--- src/rtl/wb_tlc_cpld_gen.sv ---
`default_nettype none
// ============================================================================
// Module      : wb_tlc_cpld_gen
// Description : Packs completion descriptors and a read-data DW stream into
//               64-bit CplD TLP words for the downstream completion FIFO.
// Revision    : 1.0 - initial release
// ============================================================================
module wb_tlc_cpld_gen #(
    parameter int c_DATA_WIDTH = 64
) (
    input  logic                    wb_clk,
    input  logic                    rst,
    input  logic                    req_valid,
    output logic                    req_rdy,
    input  logic [9:0]              req_len,
    input  logic [11:0]             req_bytecnt,
    input  logic [6:0]              req_lowaddr,
    input  logic [15:0]             req_id,
    input  logic [7:0]              req_tag,
    input  logic [2:0]              req_tc,
    input  logic [1:0]              req_attr,
    input  logic [15:0]             cpl_id,
    input  logic [31:0]             rd_dw,
    input  logic                    rd_valid,
    output logic                    rd_rdy,
    input  logic                    fifo_afull,
    output logic [c_DATA_WIDTH-1:0] din,
    output logic                    din_sop,
    output logic                    din_eop,
    output logic                    din_dwen,
    output logic                    din_wen
);

    localparam logic [2:0] c_ST_IDLE   = 3'd0;
    localparam logic [2:0] c_ST_HDR0   = 3'd1;
    localparam logic [2:0] c_ST_HDR1   = 3'd2;
    localparam logic [2:0] c_ST_DATA_A = 3'd3;
    localparam logic [2:0] c_ST_DATA_B = 3'd4;

    logic [2:0]  r_state;
    logic [9:0]  r_len;
    logic [11:0] r_bytecnt;
    logic [6:0]  r_lowaddr;
    logic [15:0] r_id;
    logic [7:0]  r_tag;
    logic [2:0]  r_tc;
    logic [1:0]  r_attr;
    logic [10:0] r_rem;
    logic [31:0] r_held;

    logic        w_hs;
    logic        w_last;
    logic [10:0] w_rem_dec;
    logic [31:0] w_dw0;
    logic [31:0] w_dw1;
    logic [31:0] w_dw2;

    assign rd_rdy    = ~rst & ~fifo_afull &
                       ((r_state == c_ST_HDR1) || (r_state == c_ST_DATA_A) ||
                        (r_state == c_ST_DATA_B));
    assign w_hs      = rd_valid & rd_rdy;
    assign w_last    = (r_rem == 11'd1);
    assign w_rem_dec = r_rem - 11'd1;

    assign w_dw0 = {1'b0, 2'b10, 5'b01010, 1'b0, r_tc, 6'b0, r_attr, 2'b0, r_len};
    assign w_dw1 = {cpl_id, 4'b0, r_bytecnt};
    assign w_dw2 = {r_id, r_tag, 1'b0, r_lowaddr};

    always_ff @(posedge wb_clk) begin
        if (rst) begin
            r_state   <= c_ST_IDLE;
            r_len     <= '0;
            r_bytecnt <= '0;
            r_lowaddr <= '0;
            r_id      <= '0;
            r_tag     <= '0;
            r_tc      <= '0;
            r_attr    <= '0;
            r_rem     <= '0;
            r_held    <= '0;
            req_rdy   <= 1'b0;
            din       <= '0;
            din_sop   <= 1'b0;
            din_eop   <= 1'b0;
            din_dwen  <= 1'b0;
            din_wen   <= 1'b0;
        end else begin
            din      <= '0;
            din_sop  <= 1'b0;
            din_eop  <= 1'b0;
            din_dwen <= 1'b0;
            din_wen  <= 1'b0;
            case (r_state)
                c_ST_IDLE: begin
                    // req_rdy is raised for one cycle; the descriptor is taken on the following edge
                    if (req_rdy) begin
                        req_rdy <= 1'b0;
                        if (req_valid) begin
                            r_len     <= req_len;
                            r_bytecnt <= req_bytecnt;
                            r_lowaddr <= req_lowaddr;
                            r_id      <= req_id;
                            r_tag     <= req_tag;
                            r_tc      <= req_tc;
                            r_attr    <= req_attr;
                            r_rem     <= {(req_len == 10'd0), req_len};
                            r_state   <= c_ST_HDR0;
                        end
                    end else if (req_valid) begin
                        req_rdy <= 1'b1;
                    end
                end
                c_ST_HDR0: begin
                    if (!fifo_afull) begin
                        din     <= {w_dw0, w_dw1};
                        din_wen <= 1'b1;
                        din_sop <= 1'b1;
                        r_state <= c_ST_HDR1;
                    end
                end
                c_ST_HDR1: begin
                    if (w_hs) begin
                        din     <= {w_dw2, rd_dw};
                        din_wen <= 1'b1;
                        din_eop <= w_last;
                        r_rem   <= w_rem_dec;
                        r_state <= w_last ? c_ST_IDLE : c_ST_DATA_A;
                    end
                end
                c_ST_DATA_A: begin
                    if (w_hs) begin
                        r_rem <= w_rem_dec;
                        // an odd trailing DW closes the TLP as a half-valid word
                        if (w_last) begin
                            din      <= {rd_dw, 32'h0};
                            din_wen  <= 1'b1;
                            din_eop  <= 1'b1;
                            din_dwen <= 1'b1;
                            r_state  <= c_ST_IDLE;
                        end else begin
                            r_held  <= rd_dw;
                            r_state <= c_ST_DATA_B;
                        end
                    end
                end
                c_ST_DATA_B: begin
                    if (w_hs) begin
                        din     <= {r_held, rd_dw};
                        din_wen <= 1'b1;
                        din_eop <= w_last;
                        r_rem   <= w_rem_dec;
                        r_state <= w_last ? c_ST_IDLE : c_ST_DATA_A;
                    end
                end
                default: r_state <= c_ST_IDLE;
            endcase
        end
    end

endmodule
`default_nettype wire

--- config.mk ---
export PLATFORM = sky130hd
export DESIGN_NAME = wb_tlc_cpld_gen
export DESIGN_NICKNAME = d
export VERILOG_FILES = /design/src/rtl/wb_tlc_cpld_gen.sv
export SDC_FILE = /design/constraint.sdc
export NUM_CORES = 1
export LEC_CHECK = 0
export CAP_MARGIN = 5
export CORE_MARGIN = 4
export CORE_UTILIZATION = 52
export DETAILED_ROUTE_END_ITERATION = 12
export PLACE_DENSITY_LB_ADDON = 0.15
export SLEW_MARGIN = 0
export SYNTH_ARGS = -nofsm -noshare
export SYNTH_HDL_FRONTEND = slang
export SYNTH_SLANG_ARGS = --single-unit
--- constraint.sdc ---
create_clock -name wb_clk -period 3.2 [get_ports wb_clk]
set_clock_uncertainty 0.2 [all_clocks]
set_input_delay 0.32 -clock wb_clk [delete_from_list [all_inputs] [get_ports wb_clk]]
set_output_delay 0.32 -clock wb_clk [all_outputs]
set_load 0.02 [all_outputs]
Yosys cells after proc, flatten, opt, wreduce, memory -nomap -nowiden --
Index checks and enable logic that the tools add are counted.
Operators by class: $add $sub $neg 1, $mul 0, divide/modulo/power cells 0, order comparisons 0, eq/ne operators 11, shift-type cells 0, multiplexer cells 27, bitwise operators 8, reductions and logical operators 13
Operators by type and width (number):
- 64-bit 2-to-1 mux | 4
- 64-bit one-hot mux with 4 select lines | 1
- 63-bit 2-to-1 mux | 1
- 11-bit 2-to-1 mux | 3
- 11-bit one-hot mux with 2 select lines | 1
- 3-bit 2-to-1 mux | 6
- 3-bit one-hot mux with 4 select lines | 1
- 11-bit by 1-bit equality test with 1-bit output, second input constant | 1
- 11-bit by 1-bit subtractor with 11-bit output, second input constant | 1
- 10-bit logical NOT | 1
- 2-bit inequality test, second input constant | 4
- 1-bit 2-to-1 mux | 7
- 3-bit by 2-bit equality test with 1-bit output, second input constant | 2
- 3-bit AND reduction | 2
- 2-bit OR reduction | 3
- 1-bit NOT | 5
- 5-bit AND reduction | 1
- 2-bit by 1-bit inequality test with 1-bit output, second input constant | 2
- 4-bit AND reduction | 1
- 1-bit AND | 3
- 3-bit by 1-bit equality test with 1-bit output, second input constant | 1
- 3-bit equality test, second input constant | 1
- 3-bit logical NOT | 1
- 1-bit one-hot mux with 3 select lines | 1
- 5 further kinds | 6
Word-level totals: register bits after elaboration 173, latch bits 0, memory bits (writable) 0, memory bits (read-only) 0, input bits 111, logic and storage cells 76, memories kept 0

Longest topological paths before layout --
Gate-level depths: netlist (run 1).
depth in word-level cells 7, mapped depth 7, mapped depth without buffers 6

Worst setup path before layout (run 1) --
OpenSTA, ideal clock, no wires.
path type reg-to-output, from reg r_state[2], to out rd_rdy, arrival time 1.514 ns, data required time 2.680 ns, path slack 1.166 ns, cell stages (with the launch flop) 6, cell sequence dfxtp_1 buf_2 nor3b_1 buf_2 nor2_1 nor3_1
Between the ends: longest elaborated chain between the ends 4
RTL lines:
- start, declared | line 40 | logic [2:0] r_state;
- start signal, assigned | line 71 | r_state <= c_ST_IDLE;
- start signal, assigned | line 107 | r_state <= c_ST_HDR0;
- start signal, assigned | line 118 | r_state <= c_ST_HDR1;
- 3-bit by 2-bit equality test with 1-bit output | line 59 | ((r_state == c_ST_HDR1) || (r_state == c_ST_DATA_A) ||
- 1-bit logical OR | line 59
- 1-bit logical OR (*) | line 59
- 1-bit AND (*) | line 58 | assign rd_rdy = ~rst & ~fifo_afull &
- end, declared | line 25 | output logic rd_rdy,
Every way passes the cells marked *; elsewhere a longest branch is shown, timed or not.

Final worst setup path (run 1) --
from reg r_state[0], to out rd_rdy
The elaborated chain is that of the path after synthesis.

==> results of run 1 <==
==> cell type report <==
type | instances | area [um^2] | share of cell area [%]
multi-input cells | 531 | 3110 | 33.3
inverters | 2 | 7.51 | 0.0803
clock buffers | 21 | 470 | 5.03
flip-flops and latches | 173 | 3460 | 37.0
well taps | 172 | 215 | 2.30
repair buffers | 196 | 1940 | 20.8
clock inverters | 11 | 139 | 1.49
==> cells in the final DEF, fill, tap and decap left out, types with 3 or more instances in the layout <==
cell type / n
o22a_1: 3
a21oi_1: 102
buf_4: 15
o32ai_1: 8
and3_1: 3
a22oi_1: 62
clkinv_2: 5
nand3_1: 36
nand3b_1: 4
o21ai_1: 33
nand2_1: 119
bufinv_16: 3
nand2b_1: 12
a22o_1: 3
nor3_1: 6
clkbuf_16: 17
a221o_1: 17
dfxtp_1: 173
and2_1: 4
nor4_1: 4
clkdlybuf4s50_1: 179
or4_1: 3
o21ai_0: 3
nor2_1: 50
o2bb2ai_1: 15
clkbuf_8: 3
==> cell families after synthesis <==
group                      Yosys count  share of synthesized area [%]
DFF                                173                           50.6
AOI/OAI and AO/OA                  261                           25.3
and+or+nand+nor                    264                           18.4
adders and majority gates            3                          0.512
muxes                                3                          0.457
buffers and inverters               74                           4.70
==> path summary, 6_finish.rpt <==
kind / endpoint / slack [ns] / depth (start not counted) / start
setup / recovery: rd_rdy / 0.22 / 4 / r_state[0]
hold / removal: r_id[13] / 0.07 / 2 / rst
setup reg to reg: r_rem[10] / 0.61 / 4 / r_state[2]
hold reg to reg: r_bytecnt[9] / 0.26 / 2 / r_bytecnt[9]
==> sequential cells by signal (all words and copies together) (netlist names) <==
register,cells
din,64
r_held,32
r_id,16
r_bytecnt,12
r_rem,11
r_len,10
r_tag,8
r_lowaddr,7
r_state,3
r_tc,3
r_attr,2
din_dwen,1
din_eop,1
din_sop,1
din_wen,1
req_rdy,1
==> through the flow <==
stage	area, um^2	total power, mW
finish	9350	5.80
global route	9350	6.03
CTS	9350	5.80
detailed placement	8740	3.71
global placement	8740	3.66
floorplan	6840	3.25
==> critical path, delay by kind of cell (launching register included) <==
kind | cells | cell delay, ns
AND/OR/NAND/NOR | 3 | 0.76
flip-flops | 1 | 0.71
buffers and inverters | 1 | 0.58
==> layer usage <==
layer	track usage, %	wire length [um]	vias to the layer above
li1	-	-	3089
met1	33.8	8160	3220
met2	48.3	10800	352
met3	5.35	1630	49
met4	13.7	610	0
met5	0	0	-
==> power breakdown <==
part	leakage [nW]	internal (mW)	switching [mW]
registers	1.40	2.28	0.133
logic	1.38	0.509	0.771
clock network	0.299	1.29	0.826
total	3.08	4.07	1.73
==> impl_results.md, run 1 <==
* Status: completed
* Number of vias per cell at around 6
* DRC Markers at 0
* CP cell instances: nor3b_2 -> nor2_1 -> nor3_1 -> clkdlybuf4s50_1
* Fin crit period at approximately 3 ns
* Startpoint types: flop
* Syn Nets at approximately 890
* Slew headroom at 35.3%
* 1st-pass router iterations at 5
* Ant diodes at 0
* Synth top area cells: dfxtp_1, a21oi_1, a22oi_1
* Hold Slack at roughly 0.072 ns
* Maximum vdd drop at between 0.4 and 0.5 mV
* Critical Path RT at approximately 2.7 ns
* Synthesized area at slightly below 7000 um^2
* Via count at around 6,700
* # hold bufs at CTS at 0
* Drt wl/cell at 19.2 um
* Clock slew at the register clock pins of the worst setup and hold paths at 0.06 ns
* Die footprint at 15,100 um^2
* Antenna violations before repair at 0
* Sequential share of the synthesized area at 50.6%
* GPL Wtd Cong at between 0.8 and 0.9
* CTS H-tree lvls at 4
* Final setup violation count at 0
* Initial Util at between 50 and 60%
* Cells after DPL at between 1,000 and 1,500
* EDFF count, synth at 0
* Worst setup margin at about 0.22 ns
* Arrival @ worst endpoint at 2.46 ns
* Worst-Margin Slew at slightly below 1 ns
* First-pass GRT wire length at between 30,000 and 40,000 um
* CP Class: flop to output pin
* Core area at approximately 13,000 um^2
* Hold Path Class: input port to flop
* GRT Total Usage at between 20 and 30%
* Worst Setup End Kind: output pin
* IO Count at roughly 180
* Largest net degree at the start of global routing at 95
* CTS tree: built
* DIE HEIGHT at ~120 um
* Synth unique cells at 58
* Finished Layout Cells at 1,106
* Largest driver fanout on the critical path at 15
* Fraction of registers with async set/reset at 0%
* Post-DP HPWL at roughly 14,000 um
* Total grt overflow at 0
* Antenna-violating nets left at 0
* Iteration-0 DRC Markers at 698
* Fin crit share at about 93%
* Synth top area share at approximately half
* Total Nets Final at approximately 1,000
* Post-CTS Setup Bufs at 0
* Port bufs at 180
* Crit path max-delay cell type: dfxtp_1
* RSZ-0062 raised after global routing: false
* CTS root buffer: clkbuf_16
* Fmax achieved at approximately 340 MHz
* Avg Inst Size Synth at 8.79 um^2
* Area Overhead vs Synth at 36.7%
* Crit path largest cell delay at slightly above 0.7 ns
* Core Util, Final at between 70% and 80%
* Vias in the first global route at around 6,700
* Dpl ws at approximately 0.42 ns
* Top-count cell post-synth: dfxtp_1
* Post_cts resized at 0
* Leak pwr at a little over 3 nW
* Max cap viols at 0
* Filler cell count at ~940
* Num CTS Buffers at 17
* Worst skew pair latency at 0.42 ns
* Yosys top cell by area: dfxtp_1
* Syn Inst Count at 778
* Layout cells sized above 1 at approximately 7.6%
* Yosys warning total at 0
* Die Wd at 123 um
* #FFs+latches synth at approximately 170
* Slew Limit Fails at 0
* Synth top cells by count: dfxtp_1, nand2_1, a21oi_1, a22oi_1, nor2_1
* Sum of negative setup slack at 0 ns
* Clock buffer depth at 2
* TritonCTS Sinks at 173
* Detailed Route WL at roughly 21,000 um
* Top FF cell, synth: dfxtp_1
* Final hold vios at 0
* Pwr per Cell Area at between 600 and 700 nW/um^2
* Core Rows at 41
(Power assumes the default switching activity.)
==> inputs of run 2 (changes only) <==
--- a/config.mk
+++ b/config.mk
@@ -8,6 +8,7 @@
 export CAP_MARGIN = 5
 export CORE_MARGIN = 4
 export CORE_UTILIZATION = 52
+export CTS_CLUSTER_SIZE = 10
 export DETAILED_ROUTE_END_ITERATION = 12
 export PLACE_DENSITY_LB_ADDON = 0.15
 export SLEW_MARGIN = 0
==> results of run 2 <==
The final DEF is identical to that of run 1; final timing and power are the same.
